--- config.mk ---
export PLATFORM = sky130hd
export DESIGN_NAME = amo_sequencer_flat
export DESIGN_NICKNAME = d
export VERILOG_FILES = /design/src/rtl/amo_sequencer_if.sv /design/src/rtl/amo_sequencer.sv /design/src/flat_wrapper.sv
export SDC_FILE = /design/constraint.sdc
export NUM_CORES = 1
export LEC_CHECK = 0
export ABC_AREA = 1
export BUFFER_PORTS_ARGS = -buffer_cell sky130_fd_sc_hd__buf_2
export CAP_MARGIN = 10
export CORE_MARGIN = 2
export CORE_UTILIZATION = 45
export CTS_CLUSTER_DIAMETER = 60
export CTS_CLUSTER_SIZE = 24
export DETAILED_ROUTE_END_ITERATION = 8
export GPL_TIMING_DRIVEN = 0
export PLACE_DENSITY_LB_ADDON = 0.05
export SYNTH_ARGS = -nofsm -noshare
export SYNTH_HDL_FRONTEND = slang
export SYNTH_SLANG_ARGS = --single-unit
--- constraint.sdc ---
create_clock -name clk -period 6.5 [get_ports clk]
set_input_delay 0.325 -clock clk [delete_from_list [all_inputs] [get_ports clk]]
set_output_delay 0.325 -clock clk [all_outputs]
set_load 0.02 [all_outputs]
--- src/rtl/amo_sequencer_if.sv ---
// Data-memory request/grant port between the atomic sequencer (master)
// and the data memory (slave).
interface amo_sequencer_if;
  logic        mem_req;
  logic        mem_we;
  logic [31:0] mem_addr;
  logic [31:0] mem_wdata;
  logic        mem_gnt;
  logic        mem_rvalid;
  logic [31:0] mem_rdata;

  modport master (
    output mem_req, mem_we, mem_addr, mem_wdata,
    input  mem_gnt, mem_rvalid, mem_rdata
  );

  modport slave (
    input  mem_req, mem_we, mem_addr, mem_wdata,
    output mem_gnt, mem_rvalid, mem_rdata
  );
endinterface

--- src/rtl/amo_sequencer.sv ---
// RV32A atomic sequencer: runs LR/SC/AMO read-modify-write over a
// request/grant memory port, borrowing the shared ALU for the modify step.
module amo_sequencer (
  input  logic                   clk,
  input  logic                   reset,
  input  logic                   start,
  input  logic [4:0]             funct5,
  input  logic [31:0]            addr,
  input  logic [31:0]            rs2_data,
  input  logic                   resv_clear,
  output logic                   busy,
  output logic                   done,
  output logic                   err,
  output logic [31:0]            rd_data,
  amo_sequencer_if.master        mem,
  output logic [31:0]            alu_a,
  output logic [31:0]            alu_b,
  output logic [3:0]             alu_opt,
  input  logic [31:0]            alu_out
);
  localparam logic [4:0] F_ADD  = 5'b00000;
  localparam logic [4:0] F_SWAP = 5'b00001;
  localparam logic [4:0] F_LR   = 5'b00010;
  localparam logic [4:0] F_SC   = 5'b00011;
  localparam logic [4:0] F_XOR  = 5'b00100;
  localparam logic [4:0] F_OR   = 5'b01000;
  localparam logic [4:0] F_AND  = 5'b01100;
  localparam logic [4:0] F_MIN  = 5'b10000;
  localparam logic [4:0] F_MAX  = 5'b10100;
  localparam logic [4:0] F_MINU = 5'b11000;
  localparam logic [4:0] F_MAXU = 5'b11100;

  localparam logic [3:0] OPT_ADD = 4'b0000;
  localparam logic [3:0] OPT_XOR = 4'b0100;
  localparam logic [3:0] OPT_OR  = 4'b0110;
  localparam logic [3:0] OPT_AND = 4'b0111;

  typedef enum logic [2:0] {
    S_IDLE, S_RD_REQ, S_RD_WAIT, S_EXEC, S_WR_REQ, S_WR_WAIT, S_DONE
  } state_t;

  state_t      state_reg, state_next;

  logic [4:0]  op_reg;
  logic [31:0] rs2_reg;
  logic [31:0] old_reg;
  logic [31:0] addr_reg;
  logic [31:0] wdata_reg;
  logic [31:0] rd_data_reg;
  logic        err_reg;
  logic        resv_valid_reg;
  logic [29:0] resv_addr_reg;

  logic        legal;
  logic        bad;
  logic        is_lr;
  logic        is_sc;
  logic        sc_ok;
  logic        signed_lt;
  logic        unsigned_lt;
  logic [31:0] new_val;

  always_comb begin
    legal = 1'b0;
    case (funct5)
      F_ADD, F_SWAP, F_LR, F_SC, F_XOR, F_OR, F_AND,
      F_MIN, F_MAX, F_MINU, F_MAXU: legal = 1'b1;
      default:                      legal = 1'b0;
    endcase
  end

  assign bad   = !legal || (addr[1:0] != 2'b00);
  assign is_lr = (funct5 == F_LR);
  assign is_sc = (funct5 == F_SC);
  // A clear arriving alongside the SC beats the reservation it would have used.
  assign sc_ok = resv_valid_reg && (resv_addr_reg == addr[31:2]) && !resv_clear;

  assign signed_lt   = $signed(old_reg) < $signed(rs2_reg);
  assign unsigned_lt = old_reg < rs2_reg;

  always_comb begin
    new_val = alu_out;
    case (op_reg)
      F_SWAP:  new_val = rs2_reg;
      F_MIN:   new_val = signed_lt   ? old_reg : rs2_reg;
      F_MAX:   new_val = signed_lt   ? rs2_reg : old_reg;
      F_MINU:  new_val = unsigned_lt ? old_reg : rs2_reg;
      F_MAXU:  new_val = unsigned_lt ? rs2_reg : old_reg;
      default: new_val = alu_out;
    endcase
  end

  always_ff @(posedge clk or posedge reset) begin
    if (reset) state_reg <= S_IDLE;
    else       state_reg <= state_next;
  end

  always_comb begin
    state_next = state_reg;
    case (state_reg)
      S_IDLE: begin
        if (start) begin
          if (bad)        state_next = S_DONE;
          else if (is_lr) state_next = S_RD_REQ;
          else if (is_sc) state_next = sc_ok ? S_WR_REQ : S_DONE;
          else            state_next = S_RD_REQ;
        end
      end
      S_RD_REQ:  if (mem.mem_gnt)    state_next = S_RD_WAIT;
      S_RD_WAIT: if (mem.mem_rvalid) state_next = (op_reg == F_LR) ? S_DONE : S_EXEC;
      S_EXEC:                        state_next = S_WR_REQ;
      S_WR_REQ:  if (mem.mem_gnt)    state_next = S_WR_WAIT;
      S_WR_WAIT: if (mem.mem_rvalid) state_next = S_DONE;
      S_DONE:                        state_next = S_IDLE;
      default:                       state_next = S_IDLE;
    endcase
  end

  // Request strobes are state-decoded so reset drops them without waiting for a clock.
  always_comb begin
    busy        = (state_reg != S_IDLE);
    done        = (state_reg == S_DONE);
    mem.mem_req = (state_reg == S_RD_REQ) || (state_reg == S_WR_REQ);
    mem.mem_we  = (state_reg == S_WR_REQ);
    alu_a       = 32'd0;
    alu_b       = 32'd0;
    alu_opt     = OPT_ADD;
    if (state_reg == S_EXEC) begin
      alu_a = old_reg;
      alu_b = rs2_reg;
      case (op_reg)
        F_XOR:   alu_opt = OPT_XOR;
        F_OR:    alu_opt = OPT_OR;
        F_AND:   alu_opt = OPT_AND;
        default: alu_opt = OPT_ADD;
      endcase
    end
  end

  assign mem.mem_addr  = addr_reg;
  assign mem.mem_wdata = wdata_reg;
  assign rd_data       = rd_data_reg;
  assign err           = err_reg;

  always_ff @(posedge clk or posedge reset) begin
    if (reset) begin
      op_reg      <= 5'd0;
      rs2_reg     <= 32'd0;
      old_reg     <= 32'd0;
      addr_reg    <= 32'd0;
      wdata_reg   <= 32'd0;
      rd_data_reg <= 32'd0;
      err_reg     <= 1'b0;
    end else begin
      case (state_reg)
        S_IDLE: begin
          if (start) begin
            op_reg      <= funct5;
            rs2_reg     <= rs2_data;
            addr_reg    <= {addr[31:2], 2'b00};
            wdata_reg   <= rs2_data;
            err_reg     <= bad;
            rd_data_reg <= (!bad && is_sc && !sc_ok) ? 32'd1 : 32'd0;
          end
        end
        S_RD_WAIT: begin
          if (mem.mem_rvalid) begin
            old_reg <= mem.mem_rdata;
            if (op_reg == F_LR) rd_data_reg <= mem.mem_rdata;
          end
        end
        S_EXEC: wdata_reg <= new_val;
        S_WR_WAIT: begin
          if (mem.mem_rvalid) rd_data_reg <= (op_reg == F_SC) ? 32'd0 : old_reg;
        end
        default: ;
      endcase
    end
  end

  always_ff @(posedge clk or posedge reset) begin
    if (reset) begin
      resv_valid_reg <= 1'b0;
      resv_addr_reg  <= 30'd0;
    end else if (resv_clear) begin
      resv_valid_reg <= 1'b0;
    end else if ((state_reg == S_IDLE) && start && is_sc) begin
      resv_valid_reg <= 1'b0;
    end else if ((state_reg == S_RD_WAIT) && mem.mem_rvalid && (op_reg == F_LR)) begin
      resv_valid_reg <= 1'b1;
      resv_addr_reg  <= addr_reg[31:2];
    end
  end
endmodule

--- src/flat_wrapper.sv ---
// flat-port wrapper written by rule: the top's interface ports become plain ports
module amo_sequencer_flat 
  (clk, reset, start, funct5, addr, rs2_data, resv_clear, busy, done, err, rd_data, alu_a, alu_b, alu_opt, alu_out, mem_mem_req, mem_mem_we, mem_mem_addr, mem_mem_wdata, mem_mem_gnt, mem_mem_rvalid, mem_mem_rdata);
  amo_sequencer_if mem_i ();
  input  logic clk;
  input  logic reset;
  input  logic start;
  input  logic [4:0] funct5;
  input  logic [31:0] addr;
  input  logic [31:0] rs2_data;
  input  logic resv_clear;
  output logic busy;
  output logic done;
  output logic err;
  output logic [31:0] rd_data;
  output logic [31:0] alu_a;
  output logic [31:0] alu_b;
  output logic [3:0] alu_opt;
  input  logic [31:0] alu_out;
  output wire logic [$bits(mem_i.mem_req)-1:0] mem_mem_req;
  output wire logic [$bits(mem_i.mem_we)-1:0] mem_mem_we;
  output wire logic [$bits(mem_i.mem_addr)-1:0] mem_mem_addr;
  output wire logic [$bits(mem_i.mem_wdata)-1:0] mem_mem_wdata;
  input wire logic [$bits(mem_i.mem_gnt)-1:0] mem_mem_gnt;
  input wire logic [$bits(mem_i.mem_rvalid)-1:0] mem_mem_rvalid;
  input wire logic [$bits(mem_i.mem_rdata)-1:0] mem_mem_rdata;
  assign mem_mem_req = mem_i.mem_req;
  assign mem_mem_we = mem_i.mem_we;
  assign mem_mem_addr = mem_i.mem_addr;
  assign mem_mem_wdata = mem_i.mem_wdata;
  assign mem_i.mem_gnt = mem_mem_gnt;
  assign mem_i.mem_rvalid = mem_mem_rvalid;
  assign mem_i.mem_rdata = mem_mem_rdata;
  amo_sequencer u_core (.clk(clk), .reset(reset), .start(start), .funct5(funct5), .addr(addr), .rs2_data(rs2_data), .resv_clear(resv_clear), .busy(busy), .done(done), .err(err), .rd_data(rd_data), .mem(mem_i), .alu_a(alu_a), .alu_b(alu_b), .alu_opt(alu_opt), .alu_out(alu_out));
endmodule
==> out/results.tsv, run 1 <==
stage	metric	value	unit
outcome	status	complete, no violations	
synth	synth_seq_area_share	0.3932	
routing	totalWireLength	48230	um
sta	worst_slew_margin_rel	0.2575	
sta	clock_skew	0.01180	ns
synth	ys_seq_elements	198	
synth	synth_fa_ha_area_frac	0.03078	
synth	yosysUniqueCellTypes	37	
synth	yosys.area.top_type	dfrtp_1	
die	io_pins	308	
synth	synth_area_leaders	dfrtp_1 39%, nand2_1 15%, nand3_1 10%	
setup_path	start_kind	flop	
power_and_ir_drop	power	9.250	mW
synth	synthArstFlopShare	1.000	
setup_path	crit_path_top_delay_cell	nor3_1	
synth	yosysTopAreaCellShare	0.3932	
global_route	grt_pass1_wl	74330	um
sta	worst_slew_pin_slew	1.105	ns
synth	synth.avg_cell_area	6.860	um^2
setup_path	worstSetupEndpointType	output port	
routing	ant_nets	0	
layout	utilization	0.5492	
routing	drc_errors	0	
clock_tree	cts-resized-gates	0	
clock_tree	cts_post_setup_buffers_inserted	0	
flow_run	maxCapViolCount	0	
die	rows	61	
synth	synth-edff-count	0	
sta	fin_crit_sh	0.5346	
routing	num_vias	13670	
placed_design	dpl.hpwl	36250	um
placed_design	gp_congestion	0.9248	
sta	worst_slack	3.025	ns
routing	routed_via_density	5.347	
setup_path	critPathArrivalTime	3.15	ns
synth	synth-simple-area-share	0.3611	
setup_path	r2r_start	u_core.rs2_reg[5]$_DFFE_PP0P_	
die	die_w	171.3	um
setup_path	cp.required	6.17	ns
global_route	grt.total_usage	0.3307	
sta	rsz0062_at_grt	no	
setup_path	rr_worst_depth	17	
synth	yosysWarnings	0	
setup_path	cp_max_fo	10	
layout	drive_above_1_share	0.1934	
layout	finalNetCount	2334	
clock_tree	cts.sinks	198	
clock_tree	cts_buffer_depth	2	
placed_design	placedCellCount	2522	
routing	drt-initial-drc-count	1171	
setup_path	cpPeakStageDelay	0.46	ns
setup_path	cpMostUsedCell	clkbuf_1	
synth	synth_xor_area_frac	0.01668	
clock_tree	ctsHoldBuffers	0	
synth	synth-compound-area-share	0.07933	
global_route	grt_overflow_total	0	
routing	wl_per_cell	18.86	um
synth	yosysMostFrequentCell	nand2_1	
setup_path	r2r-end	u_core.mem.mem_wdata[5]$_DFFE_PP0P_	
clock_tree	cts_tree	done	
die	initial_utilization	0.4549	
global_route	grt_max_degree	118	
synth	synth_area	0.01260	mm^2
synth	synthCells	1837	
setup_path	rrSetupSlack	3.37	ns
clock_tree	cts_max_level	4	
setup_path	path_cells	inv_1 > nor3_1 > buf_4 > inv_1 > clkbuf_1 > clkbuf_1 > clkbuf_1 > nor2_1 > buf_2	
routing	dr.pass1.iters	5	
sta	min_period	3.475	ns
die	die_y	171.3	um
min_path	hold_path_class	primary input to asynchronous set/reset pin	
synth	synth_common_cells	496 x nand2_1, 263 x nand3_1, 246 x nor2_1	
synth	synthMuxAreaShare	0.02770	
synth	synth_top_family_by_area	simple AND/OR/NAND/NOR gates	
power_and_ir_drop	ir_drop	0.0003321	V
setup_path	crit_type	flop to output port	
placed_design	port_buffers	304	
power_and_ir_drop	p_leak	7.989	nW
die	core	0.02771	mm^2
sta	fmax	287.8	MHz
layout	fin_cells	2557	
synth	synthFlopType	dfrtp_1	
sta	hold_viol	0	
global_route	antenna_found_initial	7	
sta	slew_viol_final	0	
placed_design	dp_slack	3.068	ns
sta	finalSetupViolCount	0	
clock_tree	clk_pin_slew	0.08	ns
global_route	grt_pass1_vias	13100	
die	die_area	0.02936	mm^2
clock_tree	cts_root_buf	clkbuf_16	
clock_tree	clk_latency	0.45	ns
power_and_ir_drop	power_density	607.9	mW/mm^2
clock_tree	numCtsBuffers	17	
layout	area_delta_synth_final	20.73	%
[metrics by stage]
step	area [um^2]	hold slack [ns]	TNS, ns
after floorplan	12610	0.4460	0
after global placement	14600	0.4576	-373.05
after detailed placement	14640	0.4597	0
after CTS	15200	0.08367	0
after global routing	15210	0.1072	0
final	15210	0.03403	0
[cell type report]
type,count,area [um^2]
buffer,113,519.2
multi-input combinational,1361,6509
tap,378,473.0
clock inverter,10,88.84
fill,2909,12490
inverter,167,634.4
clock buffer,22,474.2
sequential,198,4955
timing repair buffer,306,1556
antenna,2,5.005
[cells by family after synthesis]
| logic type | Yosys count |
|---|---|
| AO/OA/AOI/OAI | 195 |
| XOR/XNOR | 24 |
| adder cells (fa/ha/maj) | 31 |
| buffers and inverters | 280 |
| flip-flops | 198 |
| multiplexers | 31 |
| other | 1 |
| AND/OR/NAND/NOR | 1077 |
[worst max path at each step]
| stage | start | endpoint | slack (ns) |
|---|---|---|---|
| 2_1_floorplan | reset | u_core.err$_DFFE_PP0P_ | 0.78 |
| 3_3_place_gp | reset | u_core.rd_data[17]$_DFFE_PP0P_ | -1.91 |
| 3_5_place_dp | u_core.state_reg[0]$_DFFE_PP0P_ | alu_b[26] | 3.07 |
| 4_1_cts | u_core.state_reg[0]$_DFFE_PP0P_ | alu_b[26] | 2.58 |
| 5_1_grt | u_core.state_reg[0]$_DFFE_PP0P_ | alu_b[26] | 2.74 |
| 6_report | u_core.state_reg[0]$_DFFE_PP0P_ | alu_b[26] | 3.03 |
[placed cells by master, fill, tap and decap left out, drive strengths merged]
cell type,netlist,final
nand2,500,500
buf,44,350
nand3,264,264
nor2,247,247
dfrtp,198,198
inv,147,151
o21ai,108,108
clkbuf,69,91
a21oi,79,79
nand4,39,39
mux2,31,31
ha,31,31
clkinv,20,25
nor3,14,14
xnor2,14,14
xor2,10,10
or2,7,7
nor4,4,4
conb,1,3
diode,0,2
nand3b,2,2
o211ai,1,1
o22ai,1,1
a32oi,1,1
a31oi,1,1
o311ai,1,1
a2bb2oi,1,1
o221ai,1,1
o2111ai,1,1
clkinvlp,0,1
[critical path, delay by kind of cell, from the launching register on]
family / cells / cell delay [ns]
DFF: 1 / 0.39
buffers and inverters: 7 / 1.61
and+or+nand+nor: 2 / 0.69
[per-layer routing]
metal  part of all wire  vias up  track usage
li1                   -     6578            -
met1               0.43     6418       0.4395
met2               0.46      582       0.5368
met3              0.081       87      0.07018
met4              0.028        8       0.1113
met5             0.0013        -            0
[power by group]
group	switching (mW)	internal [mW]
sequential	0.402	1.83
combinational	4.09	1.86
clock	0.528	0.532
total	5.02	4.23
(Power assumes the default switching activity.)
==> run 2: changes to the inputs <==
Clock period 6.5 ns to 3.3 ns, I/O delays scaled along.
==> out/results.tsv, run 2 (synthesized netlist as in run 1, its figures left out) <==
stage	metric	value	unit
sta	rsz0062_at_grt	yes	
setup_path	worstSetupStartpoint	u_core.rs2_reg[31]$_DFFE_PP0P_	
routing	drt-initial-drc-count	1057	
global_route	grt_overflow_total	0	
die	initial_utilization	0.4549	
clock_tree	cts.sinks	198	
clock_tree	clk_pin_slew	0.08	ns
sta	hold_viol	0	
placed_design	dp_slack	0.1809	ns
routing	wl_per_cell	18.47	um
placed_design	gp_congestion	0.9416	
clock_tree	cts_max_level	4	
die	rows	61	
clock_tree	cts_post_setup_buffers_inserted	0	
sta	finalSetupViolCount	0	
layout	fill_cells	2753	
sta	min_period	3.102	ns
die	io_pins	308	
setup_path	rrSetupSlack	0.20	ns
sta	worst_slew_pin_slew	1.054	ns
setup_path	timing.critical_path.buf_inv	2	
setup_path	crit_path_top_delay_cell	ha_1	
layout	mostFrequentLayoutCells	496 x nand2_1, 329 x buf_2, 263 x nand3_1	
routing	ant_nets	0	
setup_path	worstSetupEndpointType	flop	
power_and_ir_drop	ir_drop	0.0005619	V
clock_tree	numCtsBuffers	17	
setup_path	cpPeakStageDelay	0.40	ns
placed_design	dpl.hpwl	36280	um
global_route	antenna_found_initial	3	
setup_path	cp_max_fo	10	
flow_run	maxCapViolCount	0	
min_path	hold_path_class	primary input to flop	
routing	num_vias	14030	
routing	routed_via_density	5.284	
global_route	grt_max_degree	41	
clock_tree	cts_root_buf	clkbuf_16	
die	die_area	0.02936	mm^2
sta	worst_slack	0.1976	ns
die	die_w	171.3	um
power_and_ir_drop	power_density	1128	mW/mm^2
setup_path	path_cells	inv_1 > ha_1 > nand2_1 > nor2_1 > nand4_1 > nor2_1 > nand2_2 > nand2_4 > nand2_2 > nand2_2 > buf_4 > nand2_1 > nand3_1 > nand4_1 > nand2_1 > nand2_1	
sta	fmax	322.3	MHz
setup_path	crit_type	flop to flop	
global_route	grt_pass1_wl	75000	um
layout	drive_above_1_share	0.1885	
routing	dr.pass1.iters	5	
power_and_ir_drop	p_leak	8.434	nW
routing	drc_errors	0	
sta	worst_slew_margin_rel	0.2944	
die	core	0.02771	mm^2
sta	slew_viol_final	0	
setup_path	start_kind	flop	
power_and_ir_drop	power	18.35	mW
placed_design	port_buffers	304	
placed_design	placedCellCount	2527	
sta	clock_skew	0.01076	ns
setup_path	critPathArrivalTime	3.44	ns
outcome	status	complete, no violations	
die	die_y	171.3	um
setup_path	crit_cells	16	
layout	multi_input_area	0.006514	mm^2
layout	regArea	0.004955	mm^2
setup_path	endpoint	u_core.mem.mem_wdata[5]$_DFFE_PP0P_	
layout	area_delta_synth_final	29.05	%
sta	fin_crit_sh	0.9401	
clock_tree	cts_tree	done	
setup_path	cp.required	3.64	ns
clock_tree	cts_buffer_depth	2	
setup_path	cpMostUsedCell	nand2_1	
layout	final_common_cell	nand2_1	
routing	totalWireLength	49060	um
clock_tree	clk_latency	0.45	ns
global_route	grt.total_usage	0.3348	
global_route	grt_pass1_vias	13490	
setup_path	rr_worst_depth	16	
setup_path	r2r-end	u_core.mem.mem_wdata[5]$_DFFE_PP0P_	
layout	fin_cells	2656	
layout	finalNetCount	2435	
setup_path	r2r_start	u_core.rs2_reg[31]$_DFFE_PP0P_	
setup_path	critPathTopFamily	simple AND/OR/NAND/NOR gates	
==> run 2: worst min-delay path by stage <==
stage	slack [ns]	depth (start not counted)	endpoint	startpoint
2_1_floorplan	0.29	2	u_core.mem.mem_addr[10]$_DFFE_PP0P_	addr[10]
3_3_place_gp	0.39	3	u_core.mem.mem_addr[29]$_DFFE_PP0P_	addr[29]
3_5_place_dp	0.33	2	u_core.mem.mem_addr[26]$_DFFE_PP0P_	reset
4_1_cts	0.001	3	u_core.rs2_reg[11]$_DFFE_PP0P_	rs2_data[11]
5_1_grt	0.003	2	u_core.old_reg[30]$_DFFE_PP0P_	mem_mem_rdata[30]
6_report	0.02	3	u_core.rs2_reg[11]$_DFFE_PP0P_	rs2_data[11]
==> run 2: area by class of cell <==
| cell class | instances | area share |
|---|---|---|
| clock inverter | 11 | 0.007155 |
| timing repair buffer | 407 | 0.1599 |
| tap | 378 | 0.02908 |
| inverter | 167 | 0.03901 |
| buffer | 113 | 0.03216 |
| antenna | 2 | 0.0003077 |
| multi-input combinational | 1361 | 0.4005 |
| sequential | 198 | 0.3047 |
| clock buffer | 19 | 0.02723 |
==> run 2: worst reg2reg max path, stage by stage (launching register included) <==
cell     delay (ns)
dfrtp_1        0.32
inv_1          0.12
ha_1           0.40
nand2_1        0.09
nor2_1         0.18
nand4_1        0.19
nor2_1         0.28
nand2_2        0.23
nand2_4        0.15
nand2_2        0.16
nand2_2        0.19
buf_4          0.21
nand2_1        0.06
nand3_1        0.07
nand4_1        0.19
nand2_1        0.11
nand2_1        0.05
==> run 2: per-stage QoR <==
step | utilization | hold WS [ns] | cell area, um^2 | setup TNS [ns]
after floorplan | - | 0.2860 | 12610 | 0
after global placement | 0.5273 | 0.3893 | 14610 | -165.92
after detailed placement | 0.5311 | 0.3254 | 14720 | 0
after global routing | 0.5868 | 0.002985 | 16260 | -0.01109
final | 0.5870 | 0.01722 | 16260 | 0
after CTS | 0.5866 | 0.001132 | 16250 | 0
==> run 2: metal layers <==
layer / wire length [um] / GRT usage
met2: 22220 / 0.5340
met5: 13 / 0
met4: 1872 / 0.1466
met1: 21020 / 0.4361
met3: 3942 / 0.07639
==> run 2: repair_timing <==
action,in CTS,in global routing
hold buffers,97,0
resized for setup,1,7
setup endpoints to repair,3,33
gates cloned,0,0
endpoints found under the hold margin,131,0
==> run 2: report_power, final <==
group          switching (mW)  internal [mW]
logic                    8.09           3.76
clock network            1.02           1.08
registers               0.790           3.61
total                    9.90           8.45
